===== config.mk =====
export PLATFORM = sky130hd
export DESIGN_NAME = overflow_timer
export DESIGN_NICKNAME = d
export VERILOG_FILES = /design/src/rtl/overflow_timer.sv
export SDC_FILE = /design/constraint.sdc
export NUM_CORES = 1
export LEC_CHECK = 0
export BUFFER_PORTS_ARGS = -buffer_cell sky130_fd_sc_hd__buf_4
export CORE_MARGIN = 2
export CORE_UTILIZATION = 30
export CTS_BUF_LIST = sky130_fd_sc_hd__clkbuf_8
export DETAILED_ROUTE_END_ITERATION = 8
export GPL_TIMING_DRIVEN = 0
export PLACE_DENSITY_LB_ADDON = 0.1
export SLEW_MARGIN = 30
export SYNTH_ARGS = -nofsm -noshare
export SYNTH_HDL_FRONTEND = slang
export SYNTH_SLANG_ARGS = --single-unit

===== constraint.sdc =====
create_clock -name CLK -period 6.2 [get_ports CLK]
set_clock_uncertainty 0.05 [all_clocks]
set_input_delay 0.62 -clock CLK [delete_from_list [all_inputs] [get_ports CLK]]
set_output_delay 0.62 -clock CLK [all_outputs]
set_load 0.1 [all_outputs]

===== src/rtl/overflow_timer.sv =====
// Prescaled up-counter that wraps to a reload value and raises a held OVERFLOW flag.
// Latency: OVERFLOW rises on the wrap edge; ACK clears it on the following edge.
// No backpressure: events are held until ACK, and a second unacknowledged event sets OVR_LOST.
module overflow_timer #(
    parameter int WIDTH      = 16,
    parameter int PRESCALE_W = 8
) (
    input  logic                  CLK,
    input  logic                  RESET,
    input  logic                  EN,
    input  logic                  LOAD,
    input  logic [WIDTH-1:0]      LOAD_VAL,
    input  logic [PRESCALE_W-1:0] PRESCALE,
    input  logic                  ACK,
    output logic                  OVERFLOW,
    output logic                  OVR_LOST,
    output logic [WIDTH-1:0]      COUNT
);

    typedef enum logic [1:0] {
        CLEAR   = 2'd0,
        PENDING = 2'd1,
        LOST    = 2'd2
    } flag_state_t;

    logic [PRESCALE_W-1:0] pre;
    logic [WIDTH-1:0]      reload;
    flag_state_t           state;
    flag_state_t           state_nxt;
    logic                  tick;
    logic                  ovf_evt;

    // A tick coinciding with LOAD is dropped, so it can never produce an overflow event.
    assign tick    = EN && (pre == PRESCALE);
    assign ovf_evt = tick && !LOAD && (COUNT == {WIDTH{1'b1}});

    always_ff @(posedge CLK or negedge RESET) begin
        if (!RESET) begin
            pre    <= '0;
            reload <= '0;
            COUNT  <= '0;
        end else if (LOAD) begin
            pre    <= '0;
            reload <= LOAD_VAL;
            COUNT  <= LOAD_VAL;
        end else if (EN) begin
            pre <= tick ? '0 : pre + 1'b1;
            if (tick) begin
                COUNT <= (COUNT == {WIDTH{1'b1}}) ? reload : COUNT + 1'b1;
            end
        end
    end

    always_comb begin
        state_nxt = state;
        case (state)
            CLEAR:   if (ovf_evt) state_nxt = PENDING;
            PENDING: begin
                if (ovf_evt && !ACK) state_nxt = LOST;
                else if (ovf_evt)    state_nxt = PENDING;
                else if (ACK)        state_nxt = CLEAR;
            end
            LOST: begin
                if (ovf_evt && ACK)  state_nxt = PENDING;
                else if (ACK)        state_nxt = CLEAR;
            end
            default: state_nxt = CLEAR;
        endcase
    end

    always_ff @(posedge CLK or negedge RESET) begin
        if (!RESET) begin
            state    <= CLEAR;
            OVERFLOW <= 1'b0;
            OVR_LOST <= 1'b0;
        end else begin
            state    <= state_nxt;
            OVERFLOW <= (state_nxt == PENDING) || (state_nxt == LOST);
            OVR_LOST <= (state_nxt == LOST);
        end
    end

endmodule


==> results.toml, run 1 <==
[synthesis]
syn_avg_cell_area_sq_um = 10.0
post-synth-top-area-cell = "dfrtp_1"
synthCells = 254
async_flop_share = 1.00
synth_area_leaders = "dfrtp_1 (43%), o21ai_0 (4.7%), xnor2_1 (3.1%), nand2_1 (2.9%), mux2_2 (2.2%)"
ys_ff_latch = 44
synth_seq_area_share = 0.432
syn-cell-area_sq_um = 2550
synth_top_area_share = 0.432
syn_nets = 286
synth_edf_count = 0
ys_warn_count = 0
synth_ff_type = "dfrtp_1"
synth_cell_types = 65

[clock_tree]
cts_setup_buffers = 0
clock_sinks = 44
tritoncts = "yes"
clockRootBuffer = "clkbuf_8"
postCtsHoldBufs = 0
htree_levels = 2
clk_latency_ns = 0.30
post_cts_resized = 0
cts-buffers-inserted = 5
path_clk_slew_ns = 0.09
clockBufferDepth = 2

[worst_setup_path]
crit_slowest_cell = "nor4_4"
slowest_delay_ns = 0.55
crit_arrival_ns = 2.56
crit_required_ns = 6.36
crit_chain = "buf_4, xnor2_1, nand3_1, nor4_4, nand2_2, mux2_4, ha_1, inv_1"
crit_path_start = "PRESCALE[5]"
cp-start-kind = "primary input"
r2r_cells = 8
critPathBufInv = 2
reg2reg_to = "OVERFLOW"
crit_path_end_kind = "flop"
path_max_fanout = 6
worstReg2RegStart = "COUNT[0]"
cp_top_family = "simple AND/OR/NAND/NOR gates"
r2r_slack_ns = 3.80
critPathKind = "in -> reg"

[drt]
vias = 2090
post_drt_wl_per_cell_microns = 16.7
ant_nets = 0
remaining_drc_errors = 0
drtPass1Iterations = 4
drt_iter0_markers = 112
via_per_inst = 5.09
drt_wl_total_microns = 6880

[place]
dp_hpwl_microns = 4980
port_buffers = 44
dp.cells = 403
placed_area_sq_um = 3010
routabilityCongestion = 0.816

[sta]
min_period_ns = 2.40
slew_violations = 0
fmax_mhz = 416
post-route-period-util = 0.388
rsz0062_at_grt = "false"
finalSetupViolCount = 0
worstMarginPinSlew_ns = 0.633
setup_tns_ns = 0
final-hold-violation-count = 0
slew_headroom = 0.578

[global_route]
track_usage = 0.162
grt-ovfl-total = 0
met2_usage = 0.258
grt.met1_usage = 0.226
grt_pass1_wl_microns = 11200
grt_max_degree = 45
busiest_layer = "met2"
met3_usage = 0.0305
grt_pass1_vias = 2046
antenna_found_initial = 0

[floorplanning]
die_width_microns = 96.2
dieArea_sq_um = 9240
top_level_ports = 47
std_cell_rows = 33
core_area_sq_um = 8220
die_y_microns = 96.2
initial_core_util = 0.310

[final_layout]
fin_nets = 337
areaGrowthSynthToFinish_pct = 22.5
diodes = 0
final_area_sq_um = 3120
final_cells = 411
drive_gt1_frac = 0.284
fin_util = 0.380

[power_and_ir_drop]
leakagePower_uw = 0.00137
peakVddDrop_mv = 0.0852
power_uw = 732
p_per_area_nw_per_um2 = 235

[worst_hold_path]
worstHoldPathType = "in -> async"

[outcome]
status = "finished clean"

[flow_run]
max_cap_violations = 0
## per-stage QoR
step                worst slack (ns)  hold slack, ns
floorplan                       3.44           0.274
CTS                             3.76           0.284
finish                          3.80           0.265
global placement                3.44           0.410
global route                    3.63           0.303
detailed placement              3.43           0.413
## worst max-delay path by stage
stage / endpoint / slack, ns / cells past startpoint
after floorplan: OVERFLOW / 3.44 / 8
after global placement: OVERFLOW / 3.44 / 8
after global routing: OVERFLOW / 3.63 / 7
final: OVERFLOW / 3.80 / 8
after CTS: OVERFLOW / 3.76 / 8
after detailed placement: OVERFLOW / 3.43 / 8
## report_power, final
| part | switching, uW | leakage, uW | total [uW] | internal (uW) |
|---|---|---|---|---|
| clock network | 108 | 0.0000541 | 228 | 119 |
| logic | 122 | 0.000763 | 173 | 50.7 |
| registers | 24.1 | 0.000552 | 331 | 307 |
## layout make-up
class | count | area, sq um
Fill cell | 871 | 5100
Multi-Input combinational cell | 185 | 1340
Sequential cell | 44 | 1100
Timing Repair Buffer | 44 | 330
Tap cell | 105 | 131
Clock buffer | 5 | 68.8
Inverter | 15 | 56.3
Buffer | 10 | 50.0
Clock inverter | 3 | 42.5
## metal layers
metal / vias to the layer above / routed length [microns] / share of wire
li1: 1037 / - / -
met1: 996 / 3230 / 0.47
met2: 52 / 3290 / 0.48
met3: 5 / 298 / 0.043
met4: 0 / 60 / 0.0087
met5: - / 0 / 0
## registers in the layout, summed over array words and instances, names as in the netlist
name	count
COUNT	16
state	2
OVERFLOW	1
OVR_LOST	1
pre	8
reload	16
## cell families after synthesis
logic type / count (synthesis) / share of synthesized area
muxes: 9 / 0.0398
xor gates and xnor gates: 15 / 0.0545
AOI/OAI and AO/OA: 72 / 0.208
buffers and inverters: 25 / 0.0417
and+or+nand+nor: 85 / 0.205
DFF: 44 / 0.432
adders and majority gates: 4 / 0.0187
## cell usage in the layout, fill, tap and decap left out, types with 6 or more instances in the layout
cell type,instances
a21oi_1,7
o21ai_0,24
nand2_1,20
inv_1,14
xnor2_1,9
nand3_1,10
buf_4,44
and2_1,6
dfrtp_1,44
nor2_1,12
## synthesized netlist by cell type, types with 2 or more instances
library cell / instances
dfrtp_1: 44
o21ai_0: 24
nand2_1: 20
inv_1: 14
nor2_1: 12
nand3_1: 10
xnor2_1: 9
a21oi_1: 7
and2_1: 6
and3_1: 5
mux2_2: 5
nand4_1: 5
nor3_1: 5
xor2_1: 5
a31oi_1: 4
buf_2: 4
o31ai_1: 4
clkbuf_1: 3
ha_1: 3
mux2i_1: 3
o21a_1: 3
o31ai_2: 3
or3_1: 3
a211oi_1: 2
a21boi_0: 2
a21o_1: 2
a221o_2: 2
a221oi_1: 2
a22o_1: 2
buf_1: 2
nand2b_1: 2
nor3_2: 2
nor4_4: 2
o21ai_1: 2
(Power assumes the default switching activity.)
==> run 2: changes to the inputs <==
==> constraint.sdc (replaced) <==
create_clock -name CLK -period 2.1 [get_ports CLK]
set_clock_uncertainty 0.05 [all_clocks]
set_input_delay 0.21 -clock CLK [delete_from_list [all_inputs] [get_ports CLK]]
set_output_delay 0.21 -clock CLK [all_outputs]
set_load 0.1 [all_outputs]
==> results.toml, run 2 (synthesis gave the netlist of run 1 again) <==
[outcome]
status = "finished clean"

[drt]
via_per_inst = 5.17
drt_iter0_markers = 104
vias = 2181
drt_wl_total_microns = 7280
remaining_drc_errors = 0
ant_nets = 0
drtPass1Iterations = 4
post_drt_wl_per_cell_microns = 17.2

[place]
dp_hpwl_microns = 5080
port_buffers = 44
routabilityCongestion = 0.723
dp.cells = 403
placed_area_sq_um = 3080
dpl_worst_slack_ns = -0.271

[floorplanning]
top_level_ports = 47
core_area_sq_um = 8220
die_width_microns = 96.2
initial_core_util = 0.310
dieArea_sq_um = 9240
die_y_microns = 96.2
std_cell_rows = 33

[sta]
layout_setup_ws_ns = 0.0818
post-route-period-util = 0.961
finalSetupViolCount = 0
min_period_ns = 2.02
final-hold-violation-count = 0
slew_violations = 0
worstMarginPinSlew_ns = 0.622
rsz0062_at_grt = "true"
slew_headroom = 0.585
fmax_mhz = 495

[clock_tree]
clockBufferDepth = 2
tritoncts = "yes"
clk_latency_ns = 0.31
clock_sinks = 44
path_clk_slew_ns = 0.09
clockRootBuffer = "clkbuf_8"
htree_levels = 2
cts-buffers-inserted = 5

[global_route]
antenna_found_initial = 0
grt-ovfl-total = 0
grt_pass1_wl_microns = 11600
grt_max_degree = 45
grt_pass1_vias = 2171
track_usage = 0.168

[worst_setup_path]
cp_top_family = "simple AND/OR/NAND/NOR gates"
crit_path_end_kind = "flop"
critPathKind = "reg -> reg"
crit_chain = "xnor2_2, nand3_2, nor4_4, nand2_4, mux2_4, ha_4, inv_2"
slowest_delay_ns = 0.44
path_max_fanout = 3
crit_slowest_cell = "dfrtp_2"
critPathBufInv = 1
crit_arrival_ns = 2.17
cp-start-kind = "flop"
crit_required_ns = 2.25

[final_layout]
layout_common_cells = "buf_4 (54), dfrtp_1 (25), o21ai_0 (24), nand2_1 (20), inv_1 (15)"
reg_top3 = "COUNT x16, reload x16, pre x8"
final_area_sq_um = 3340
drive_gt1_frac = 0.401
layout_commonest_cell = "buf_4"
final_cells = 422
fin_nets = 348
diodes = 0
fin_util = 0.407
areaGrowthSynthToFinish_pct = 31.3

[power_and_ir_drop]
p_per_area_nw_per_um2 = 617
peakVddDrop_mv = 0.254
leakagePower_uw = 0.00145

[flow_run]
max_cap_violations = 0

[worst_hold_path]
worstHoldPathType = "in -> reg"
==> run 2: cell types whose count changed in the layout (fill, tap and decap cells not counted), moves of 6 or more <==
cell	delta
xnor2_1	-7
buf_4	+10
xnor2_2	+6
dfrtp_4	+11
dfrtp_2	+8
dfrtp_1	-19
==> run 2: worst register-to-register path: cells and delay by family (launching register included) <==
kind	cells	cell delay, ns
simple gates	3	0.62
xor+xnor	1	0.20
flops	1	0.44
mux	1	0.32
fa+ha+maj	1	0.26
buf+inv	1	0.02
==> run 2: worst paths after layout <==
kind	from	endpoint	slack (ns)	cells past startpoint
worst max register to register	pre[0]	OVERFLOW	0.08	7
worst max-delay path	pre[0]	OVERFLOW	0.08	7
min in group asynchronous	RESET	COUNT[14]	0.40	2
max in group asynchronous	RESET	COUNT[3]	1.14	2
worst min-delay path	LOAD_VAL[0]	COUNT[0]	0.06	3
worst min register to register	reload[11]	reload[11]	0.44	2
==> run 2: layer usage <==
layer  part of all wire  up-vias  GRT usage
met4              0.011        0     0.0357
met5                  0        -          0
met3              0.052        8     0.0376
li1                   -     1057          -
met1               0.47     1067      0.233
met2               0.47       49      0.269
==> run 2: what timing repair did <==
| action | CTS | global route |
|---|---|---|
| setup buffers | 2 | 8 |
| cloned | 0 | 0 |
| hold endpoints to repair | 44 | 0 |
| endpoints found under the setup margin | 2 | 5 |
| resized for setup | 5 | 12 |
| pin swaps | 3 | 5 |
| hold buffers | 1 | 0 |
==> run 2: area by class of cell <==
cell class,instances,area (sq um)
Fill cell,847,4870
Multi-Input combinational cell,185,1460
Sequential cell,44,1150
Timing Repair Buffer,55,415
Tap cell,105,131
Clock buffer,5,68.8
Inverter,15,56.3
Buffer,10,52.6
Clock inverter,3,12.5
==> run 2: power breakdown <==
group / total [uW] / switching, uW / internal (uW)
clock: 527 / 303 / 225
combinational: 536 / 369 / 167
sequential: 999 / 76.3 / 922
total: 2060 / 748 / 1310
==> run 2: through the flow <==
stage,setup TNS [ns],hold WS [ns],total power (uW)
after floorplan,-0.128,-0.136,1370
after global placement,-0.376,0.218,1530
after detailed placement,-0.417,0.217,1540
after CTS,0,0.0618,2070
after global routing,-0.00570,0.0781,2170
final,0,0.0648,2060
==> run 3: changes to the inputs <==
==> constraint.sdc (replaced) <==
create_clock -name CLK -period 2.2 [get_ports CLK]
set_clock_uncertainty 0.05 [all_clocks]
set_input_delay 0.22 -clock CLK [delete_from_list [all_inputs] [get_ports CLK]]
set_output_delay 0.22 -clock CLK [all_outputs]
set_load 0.1 [all_outputs]
==> results.toml, run 3 (synthesis gave the netlist of run 1 again) <==
[outcome]
status = "finished clean"

[sta]
slew_violations = 0
post-route-period-util = 0.949
fmax_mhz = 479
min_period_ns = 2.09
slew_headroom = 0.575
final-hold-violation-count = 0
finalSetupViolCount = 0
rsz0062_at_grt = "true"
worstMarginPinSlew_ns = 0.638

[power_and_ir_drop]
power_frac_clock = 0.379
p_per_area_nw_per_um2 = 709
p_sw_uw = 736
peakVddDrop_mv = 0.340
sw_frac_of_total = 0.315
p_int_uw = 1600
seqPwrFrac = 0.407
leakagePower_uw = 0.00142
combPwrFrac = 0.214
power_uw = 2340

[clock_tree]
cts-buffers-inserted = 5
clk_latency_ns = 0.31
htree_levels = 2
clockRootBuffer = "clkbuf_8"
tritoncts = "yes"
path_clk_slew_ns = 0.10
clock_sinks = 44
clockBufferDepth = 2

[place]
dp_hpwl_microns = 4960
placed_area_sq_um = 3070
routabilityCongestion = 0.768
port_buffers = 44

[drt]
via_per_inst = 5.18
drt_iter0_markers = 125
vias = 2143
post_drt_wl_per_cell_microns = 16.9
ant_nets = 0
drt_wl_total_microns = 7000
drtPass1Iterations = 4
remaining_drc_errors = 0

[worst_hold_path]
worstHoldPathType = "in -> reg"
whs_path_depth = 3

[final_layout]
areaGrowthSynthToFinish_pct = 29.4
diodes = 0
fillerInstances = 865
layout_commonest_cell = "buf_4"
fin_nets = 340
drive_gt1_frac = 0.362
reg_top3 = "COUNT x16, reload x16, pre x8"
final_area_sq_um = 3300
layout_common_cells = "buf_4 (46), dfrtp_1 (28), o21ai_0 (24), nand2_1 (20), inv_1 (14)"

[floorplanning]
die_width_microns = 96.2
core_area_sq_um = 8220
std_cell_rows = 33
dieArea_sq_um = 9240
top_level_ports = 47
initial_core_util = 0.310
die_y_microns = 96.2

[global_route]
grt_pass1_wl_microns = 11400
antenna_found_initial = 0
track_usage = 0.165
grt_pass1_vias = 2089
grt-ovfl-total = 0
grt_max_degree = 45

[worst_setup_path]
cp-start-kind = "flop"
crit_arrival_ns = 2.25
path_max_fanout = 8
critPathKind = "reg -> reg"
crit_required_ns = 2.36
crit_path_end_kind = "flop"
r2r_cells = 8

[flow_run]
max_cap_violations = 0
run 3: cell types whose count changed in the layout (fill, tap and decap cells not counted), sizes merged:
cell    previous run  this run
inv               16        14
bufinv             0         3
clkinv             2         1
buf               60        52
run 3: critical path, stage by stage (launching register included):
cell and delay [ns]:
dfrtp_4 0.47, and3_1 0.16, buf_2 0.19, nand4_4 0.22, nor2_4 0.18, nand2_2 0.10, mux2_4 0.31, ha_1 0.27
inv_1 0.03
run 3: power groups by stage:
stage          clock, uW  combinational, uW  sequential [uW]
2_1_floorplan          0                152             1150
6_report             885                500              952
5_1_grt              928                537              962
4_1_cts              897                501              951
3_5_place_dp           0                498              968
3_3_place_gp           0                494              968
run 3: final timing paths:
| check | from | end | slack, ns |
|---|---|---|---|
| min in group asynchronous | RESET | COUNT[6] | 0.41 |
| min reg2reg | reload[13] | reload[13] | 0.43 |
| max reg2reg | COUNT[2] | OVERFLOW | 0.11 |
| min | LOAD_VAL[4] | COUNT[4] | 0.08 |
| max | COUNT[2] | OVERFLOW | 0.11 |
| max in group asynchronous | RESET | COUNT[2] | 1.25 |
run 3: layer usage:
metal | global-route usage | vias up | part of all wire
met5 | 0 | - | 0
met4 | 0.0393 | 0 | 0.011
met3 | 0.0313 | 6 | 0.046
met2 | 0.258 | 52 | 0.46
met1 | 0.234 | 1039 | 0.48
li1 | - | 1046 | -
run 3: final cells by class:
cell class	count	area, sq um	share of cell area
tap	105	131	0.0399
multi-input combinational	185	1390	0.423
timing repair buffer	47	355	0.108
inverter	15	56.3	0.0171
clock inverter	3	90.1	0.0273
buffer	10	52.6	0.0159
clock buffer	5	68.8	0.0209
sequential	44	1150	0.349
run 3: stage by stage:
step | cells | setup TNS (ns) | util | hold slack [ns] | setup WS [ns]
final | 414 | 0 | 0.401 | 0.0847 | 0.113
after global routing | 414 | -0.00365 | 0.401 | 0.0824 | -0.00365
after CTS | 414 | 0 | 0.396 | 0.0819 | 0.0358
after detailed placement | 403 | -0.258 | 0.374 | 0.227 | -0.183
after global placement | 403 | -0.240 | 0.374 | 0.236 | -0.175
after floorplan | 254 | -0.0310 | - | -0.126 | -0.0310
run 3: what timing repair did:
action                                  4_1_cts  5_1_grt
hold endpoints to repair                     44        0
pin swaps                                     2        0
gates cloned                                  0        0
gates resized for setup                       0        6
endpoints found under the setup margin        2        3
setup buffers                                 2        0
hold buffers                                  1        0
